**src/rtl/io_hexdisplay.sv**
```systemverilog
`default_nettype none
// +----------------------------------------------------------------------------+
// | io_hexdisplay                                                              |
// | Memory-mapped DIGITS-wide 7-segment hex display for the j1 I/O bus with    |
// | blanking, decimal points, blinking, leading-zero suppression and scan out. |
// | Revision: 1.0                                                              |
// +----------------------------------------------------------------------------+
module io_hexdisplay #(
  parameter int                  DIGITS      = 4,
  parameter logic [15:0]         BASE        = 16'h1000,
  parameter logic [DIGITS*4-1:0] RESET_VALUE = {DIGITS{4'h8}},
  parameter int                  BLINK_DIV   = 24,
  parameter int                  SCAN_DIV    = 16
) (
  input  logic                  clk,
  input  logic                  reset,
  input  logic [15:0]           io_addr,
  input  logic [15:0]           io_din,
  input  logic                  io_wr,
  input  logic                  io_rd,
  output logic [15:0]           io_dout,
  output logic [7*DIGITS-1:0]   seg_out,
  output logic [DIGITS-1:0]     dp_out,
  output logic [6:0]            scan_seg,
  output logic                  scan_dp,
  output logic [DIGITS-1:0]     scan_an
);

  localparam int          c_WORDS   = DIGITS / 4;
  localparam int          c_IDX_W   = $clog2(DIGITS);
  localparam logic [15:0] c_MASK    = 16'((32'd1 << DIGITS) - 32'd1);
  localparam logic [15:0] c_A_BLANK = BASE + 16'd16;
  localparam logic [15:0] c_A_DP    = BASE + 16'd17;
  localparam logic [15:0] c_A_BLINK = BASE + 16'd18;
  localparam logic [15:0] c_A_CTRL  = BASE + 16'd19;

  logic [15:0]          r_data [c_WORDS];
  logic [15:0]          r_blank;
  logic [15:0]          r_dp;
  logic [15:0]          r_blink;
  logic [1:0]           r_ctrl;
  logic [15:0]          r_dout;
  logic [BLINK_DIV-1:0] r_blink_cnt;
  logic [SCAN_DIV-1:0]  r_scan_cnt;
  logic [c_IDX_W-1:0]   r_scan_idx;
  logic [7*DIGITS-1:0]  r_seg;
  logic [DIGITS-1:0]    r_dpn;
  logic [6:0]           r_scan_seg;
  logic                 r_scan_dp;
  logic [DIGITS-1:0]    r_scan_an;

  logic [3:0]           w_digit [DIGITS];
  logic [DIGITS-1:0]    w_lz;
  logic                 w_run;
  logic [DIGITS-1:0]    w_dark;
  logic [7*DIGITS-1:0]  w_seg;
  logic [DIGITS-1:0]    w_dpn;
  logic [6:0]           w_scan_seg;
  logic                 w_scan_dp;
  logic [DIGITS-1:0]    w_scan_an;
  logic [15:0]          w_rdata;
  logic                 w_phase;

  function automatic logic [6:0] f_hex(input logic [3:0] v);
    logic [6:0] p;
    case (v)
      4'h0: p = 7'b1000000;
      4'h1: p = 7'b1111001;
      4'h2: p = 7'b0100100;
      4'h3: p = 7'b0110000;
      4'h4: p = 7'b0011001;
      4'h5: p = 7'b0010010;
      4'h6: p = 7'b0000010;
      4'h7: p = 7'b1111000;
      4'h8: p = 7'b0000000;
      4'h9: p = 7'b0010000;
      4'hA: p = 7'b0001000;
      4'hB: p = 7'b0000011;
      4'hC: p = 7'b1000110;
      4'hD: p = 7'b0100001;
      4'hE: p = 7'b0000110;
      default: p = 7'b0001110;
    endcase
    return p;
  endfunction

  assign w_phase = r_blink_cnt[BLINK_DIV-1];

  // A digit is suppressed when it and every more-significant digit are zero.
  always_comb begin
    w_lz  = '0;
    w_run = 1'b1;
    for (int k = DIGITS - 1; k >= 0; k--) begin
      w_run   = w_run & (w_digit[k] == 4'h0);
      w_lz[k] = w_run & (k != 0);
    end
  end

  for (genvar k = 0; k < DIGITS; k++) begin : g_digit
    assign w_digit[k] = r_data[k/4][(k%4)*4 +: 4];
    assign w_dark[k]  = r_blank[k]
                      | (r_ctrl[0] & r_blink[k] & w_phase)
                      | (r_ctrl[1] & w_lz[k]);
    assign w_seg[k*7 +: 7] = w_dark[k] ? 7'h7F : f_hex(w_digit[k]);
    assign w_dpn[k]        = ~(r_dp[k] & ~w_dark[k]);
  end

  always_comb begin
    w_scan_seg = 7'h7F;
    w_scan_dp  = 1'b1;
    w_scan_an  = '1;
    for (int k = 0; k < DIGITS; k++) begin
      if (r_scan_idx == c_IDX_W'(k)) begin
        w_scan_seg   = w_seg[k*7 +: 7];
        w_scan_dp    = w_dpn[k];
        w_scan_an[k] = 1'b0;
      end
    end
  end

  always_comb begin
    w_rdata = 16'h0000;
    for (int i = 0; i < c_WORDS; i++) begin
      if (io_addr == BASE + 16'(i)) w_rdata = r_data[i];
    end
    if (io_addr == c_A_BLANK) w_rdata = r_blank;
    if (io_addr == c_A_DP)    w_rdata = r_dp;
    if (io_addr == c_A_BLINK) w_rdata = r_blink;
    if (io_addr == c_A_CTRL)  w_rdata = {14'h0000, r_ctrl};
  end

  always_ff @(posedge clk) begin
    if (reset) begin
      for (int i = 0; i < c_WORDS; i++) r_data[i] <= RESET_VALUE[i*16 +: 16];
      r_blank <= 16'h0000;
      r_dp    <= 16'h0000;
      r_blink <= 16'h0000;
      r_ctrl  <= 2'b00;
    end else if (io_wr) begin
      for (int i = 0; i < c_WORDS; i++) begin
        if (io_addr == BASE + 16'(i)) r_data[i] <= io_din;
      end
      if (io_addr == c_A_BLANK) r_blank <= io_din & c_MASK;
      if (io_addr == c_A_DP)    r_dp    <= io_din & c_MASK;
      if (io_addr == c_A_BLINK) r_blink <= io_din & c_MASK;
      if (io_addr == c_A_CTRL)  r_ctrl  <= io_din[1:0];
    end
  end

  // Read mux samples pre-write state, so a colliding read returns the old value.
  always_ff @(posedge clk) begin
    if (reset) begin
      r_dout <= 16'h0000;
    end else if (io_rd) begin
      r_dout <= w_rdata;
    end
  end

  always_ff @(posedge clk) begin
    if (reset) begin
      r_blink_cnt <= '0;
      r_scan_cnt  <= '0;
      r_scan_idx  <= '0;
    end else begin
      r_blink_cnt <= r_blink_cnt + BLINK_DIV'(1);
      r_scan_cnt  <= r_scan_cnt + SCAN_DIV'(1);
      if (&r_scan_cnt) begin
        r_scan_idx <= (r_scan_idx == c_IDX_W'(DIGITS - 1)) ? '0 : r_scan_idx + c_IDX_W'(1);
      end
    end
  end

  always_ff @(posedge clk) begin
    if (reset) begin
      r_seg      <= '1;
      r_dpn      <= '1;
      r_scan_seg <= 7'h7F;
      r_scan_dp  <= 1'b1;
      r_scan_an  <= '1;
    end else begin
      r_seg      <= w_seg;
      r_dpn      <= w_dpn;
      r_scan_seg <= w_scan_seg;
      r_scan_dp  <= w_scan_dp;
      r_scan_an  <= w_scan_an;
    end
  end

  assign io_dout  = r_dout;
  assign seg_out  = r_seg;
  assign dp_out   = r_dpn;
  assign scan_seg = r_scan_seg;
  assign scan_dp  = r_scan_dp;
  assign scan_an  = r_scan_an;

endmodule
`default_nettype wire

```
**config.mk**
```make
export PLATFORM = sky130hd
export DESIGN_NAME = io_hexdisplay
export DESIGN_NICKNAME = d
export VERILOG_FILES = /design/src/rtl/io_hexdisplay.sv
export SDC_FILE = /design/constraint.sdc
export NUM_CORES = 1
export LEC_CHECK = 0
export CAP_MARGIN = 15
export CORE_MARGIN = 1.5
export CORE_UTILIZATION = 49
export DETAILED_ROUTE_END_ITERATION = 8
export HOLD_SLACK_MARGIN = 0.02
export PLACE_DENSITY = 0.76
export RECOVER_POWER = 50
export SLEW_MARGIN = 20
export SYNTH_ARGS = -nofsm -noshare
export SYNTH_HDL_FRONTEND = slang
export SYNTH_SLANG_ARGS = --single-unit
```
**constraint.sdc**
```tcl
create_clock -name clk -period 2.6 [get_ports clk]
set_clock_uncertainty 0.15 [all_clocks]
set_input_delay 0.52 -clock clk [delete_from_list [all_inputs] [get_ports clk]]
set_output_delay 0.52 -clock clk [all_outputs]
set_load 0.005 [all_outputs]
```
==> run summary <==
H-Tree Depth = 4
Synth Area in Adders = 5.52%
layout cell share with drive strength beyond 1 = 10.5%
outcome = finished, final reports clean
Synth-to-Final Area Change = 28.8%
# DRC = 0
Total GRT Usage = 25.6%
grt met1 use = 30.1%
Post-CTS Setup Repair Bufs = 0
final core occ = 64.8%
syn avg cell area = 9.10 µm²
Tot Pwr = 5.16 mW
mux cell area share after synthesis = 4.06%
compound-cell area share of the yosys netlist = 13.7%
count of buffer and inverter cells on the critical path = 0
Vias = 5,589
Clock Latency Late Sink = 0.42 ns
post-synthesis sequential area ratio = 44.2%
Yosys cell types = 60
Max IR drop VDD = 0.000460 V
hold_buf cts = 0
met2 Use GR = 43.4%
DR iter-0 viols = 441
largest net degree at the start of global routing = 60
critical path's slowest cell = or4_1
CP Class = reg2reg
die width = 117 µm
routing usage on met3 = 6.39%
Avg Vias per Cell = 5.69
Core Region = 12,600 µm²
Max Cap Viol = 0
Setup TNS = 0 ns
initial antenna violation count = 0
die area = 13,600 µm²
Overflow after GRT = 0
warnings from Yosys = 0
busiest grt layer = met2
Clock Path Buffers = 2
pre-CTS setup slack = 0.0502 ns
Worst Path Required = 2.78 ns
routability cong. = 0.935
TritonCTS clock tree = done
Critical Path AT = 2.59 ns
setup slack after layout = 0.184 ns
# resized after CTS = 0
CP Launch Type = register
Synth Area in Simple Gates = 25.0%
synthesized instance count = 697
Synthesized Nets = 761
final worst path period share = 92.9%
PortBufs = 95
I/O Pins = 96
Top delay family on crit path = simple AND/OR/NAND/NOR gates
CP peak stage delay = 0.70 ns
P per Cell Area = 631 nW/µm²
crit-path max FO = 9
crit path capture type = register
crit path cell chain = ha_1, nand3_1, or4_1, or4_1, a21oi_1
largest family of logic cells by synthesized area = simple AND/OR/NAND/NOR gates
Worst-Margin Slew = 1.19 ns
min Tclk post-route = 2.42 ns
Worst-path clk slew = 0.06 ns
maximum clock rate = 414 MHz
CP dominant cell by count = or4_1
hpwl dp = 12.1 mm
Root Driver = clkbuf_16
post-route ant nets = 0
die height = 117 µm
Max-Slew Margin vs Limit = 20.5%
register bit total from synthesis = 132
diode count = 0
pins over their slew limit = 0
cell area after synthesis = 6350 µm²
HP Class = reg2reg
total wire length = 16.4 mm
number of synthesized flops with an enable pin = 16
wire length per cell = 16.7 µm
LEAKAGE = 2.97 nW
unrepaired setup endpoints after global routing = false
ys async rst share = 0%
FP Rows = 41
first-pass GRT wire length = 26.6 mm
Initial Utilization = 50.3%
Final nets = 862
XOR/XNOR Fraction of Synth Area = 3.73%
number of global-route vias before repair = 5,396
Num Clock Sinks = 132
Initial DRT Pass Iterations = 7
total CTS buffers = 17
setup violators final = 0
worst hold margin = 0.301 ns
Top FF cell, synth = dfxtp_1
final hold vios = 0
-- logic make-up after synthesis --
family	count (synthesis)
muxes	21
buffers and inverters	64
xor gates and xnor gates	27
DFF	132
and+or+nand+nor	283
AOI/OAI and AO/OA	142
adders and majority gates	28
-- metrics by stage --
| stage | std cells | instance area (µm²) |
|---|---|---|
| finish | 983 | 8180 |
| global route | 983 | 8180 |
| CTS | 983 | 8190 |
| detailed placement | 951 | 7560 |
| global placement | 951 | 7560 |
| floorplan | 697 | 6350 |
-- where the power goes --
group | total (mW) | internal, mW | leakage, nW | switching (mW)
Clock | 2.54 | 1.61 | 0.304 | 0.924
Sequential | 2.18 | 2.13 | 1.10 | 0.0455
Combinational | 0.443 | 0.233 | 1.56 | 0.211
-- sequential cells by signal (all words and copies together) (netlist names) --
signal	count
r_data	16
r_blank	4
r_ctrl	2
scan_seg	7
r_scan_cnt	16
io_dout	16
scan_an	4
scan_dp	1
dp_out	4
r_blink_cnt	24
r_blink	4
seg_out	28
r_dp	4
r_scan_idx	2
-- placed cells by master (no fill, tap or decap), types with 5 or more instances in the layout --
master / count
and4_1: 6
dfxtp_1: 116
nand3_1: 53
nor3b_1: 5
dlygate4sd3_1: 54
nand4_1: 14
clkdlybuf4s50_1: 40
nor3_1: 6
nand2b_1: 30
mux2_2: 7
ha_1: 28
or3b_2: 5
a21oi_1: 58
xor2_1: 11
or3_1: 11
o211ai_1: 8
clkinv_4: 5
inv_1: 26
mux2i_1: 10
buf_4: 21
nand2_1: 36
nor4_1: 10
and2_1: 14
clkbuf_16: 17
nand3b_1: 6
a221o_1: 6
o21ai_0: 36
nor2_1: 48
or4_1: 7
xnor2_1: 16
edfxtp_1: 16
nor2b_1: 10
-- routing by layer --
metal  vias to the layer above  wire [µm]
li1                       2707          -
met1                      2652       6800
met2                       174       8160
met3                        56        844
met4                         0        598
met5                         -          0
-- cells in the mapped netlist (7+ instances only) --
master    instances  area share [%]
a21oi_1          58             4.6
and2_1           15             1.5
clkbuf_1         34             2.0
dfxtp_1         116              37
edfxtp_1         16             7.6
ha_1             28             5.5
inv_1            26             1.5
mux2_2            8             1.4
mux2i_1          10             1.6
nand2_1          36             2.1
nand2b_1         30             3.0
nand3_1          53             4.2
nand4_1          13             1.3
nor2_1           48             2.8
nor2b_1          10            0.99
nor4_1           10            0.99
o211ai_1          8            0.95
o21ai_0          36             2.8
or3_1            11             1.1
or4_1             7            0.83
xnor2_1          16             2.2
xor2_1           11             1.5
-- area by class of cell --
cell class                      instances  area (µm²)
Fill cell                            1048        4440
Timing Repair Buffer                  120        1130
Sequential cell                       132        2800
Inverter                               26        97.6
Multi-Input combinational cell        501        3290
Tap cell                              172         215
Clock buffer                           17         425
Clock inverter                         15         206
-- worst paths after layout --
kind,slack [ns],end,start,cells after the start
max,0.18,r_blink_cnt[22],r_blink_cnt[0],5
min,0.30,dp_out[1],r_dp[1],1
max reg2reg,0.18,r_blink_cnt[22],r_blink_cnt[0],5
min reg2reg,0.30,dp_out[1],r_dp[1],1
(Power assumes the default switching activity.)
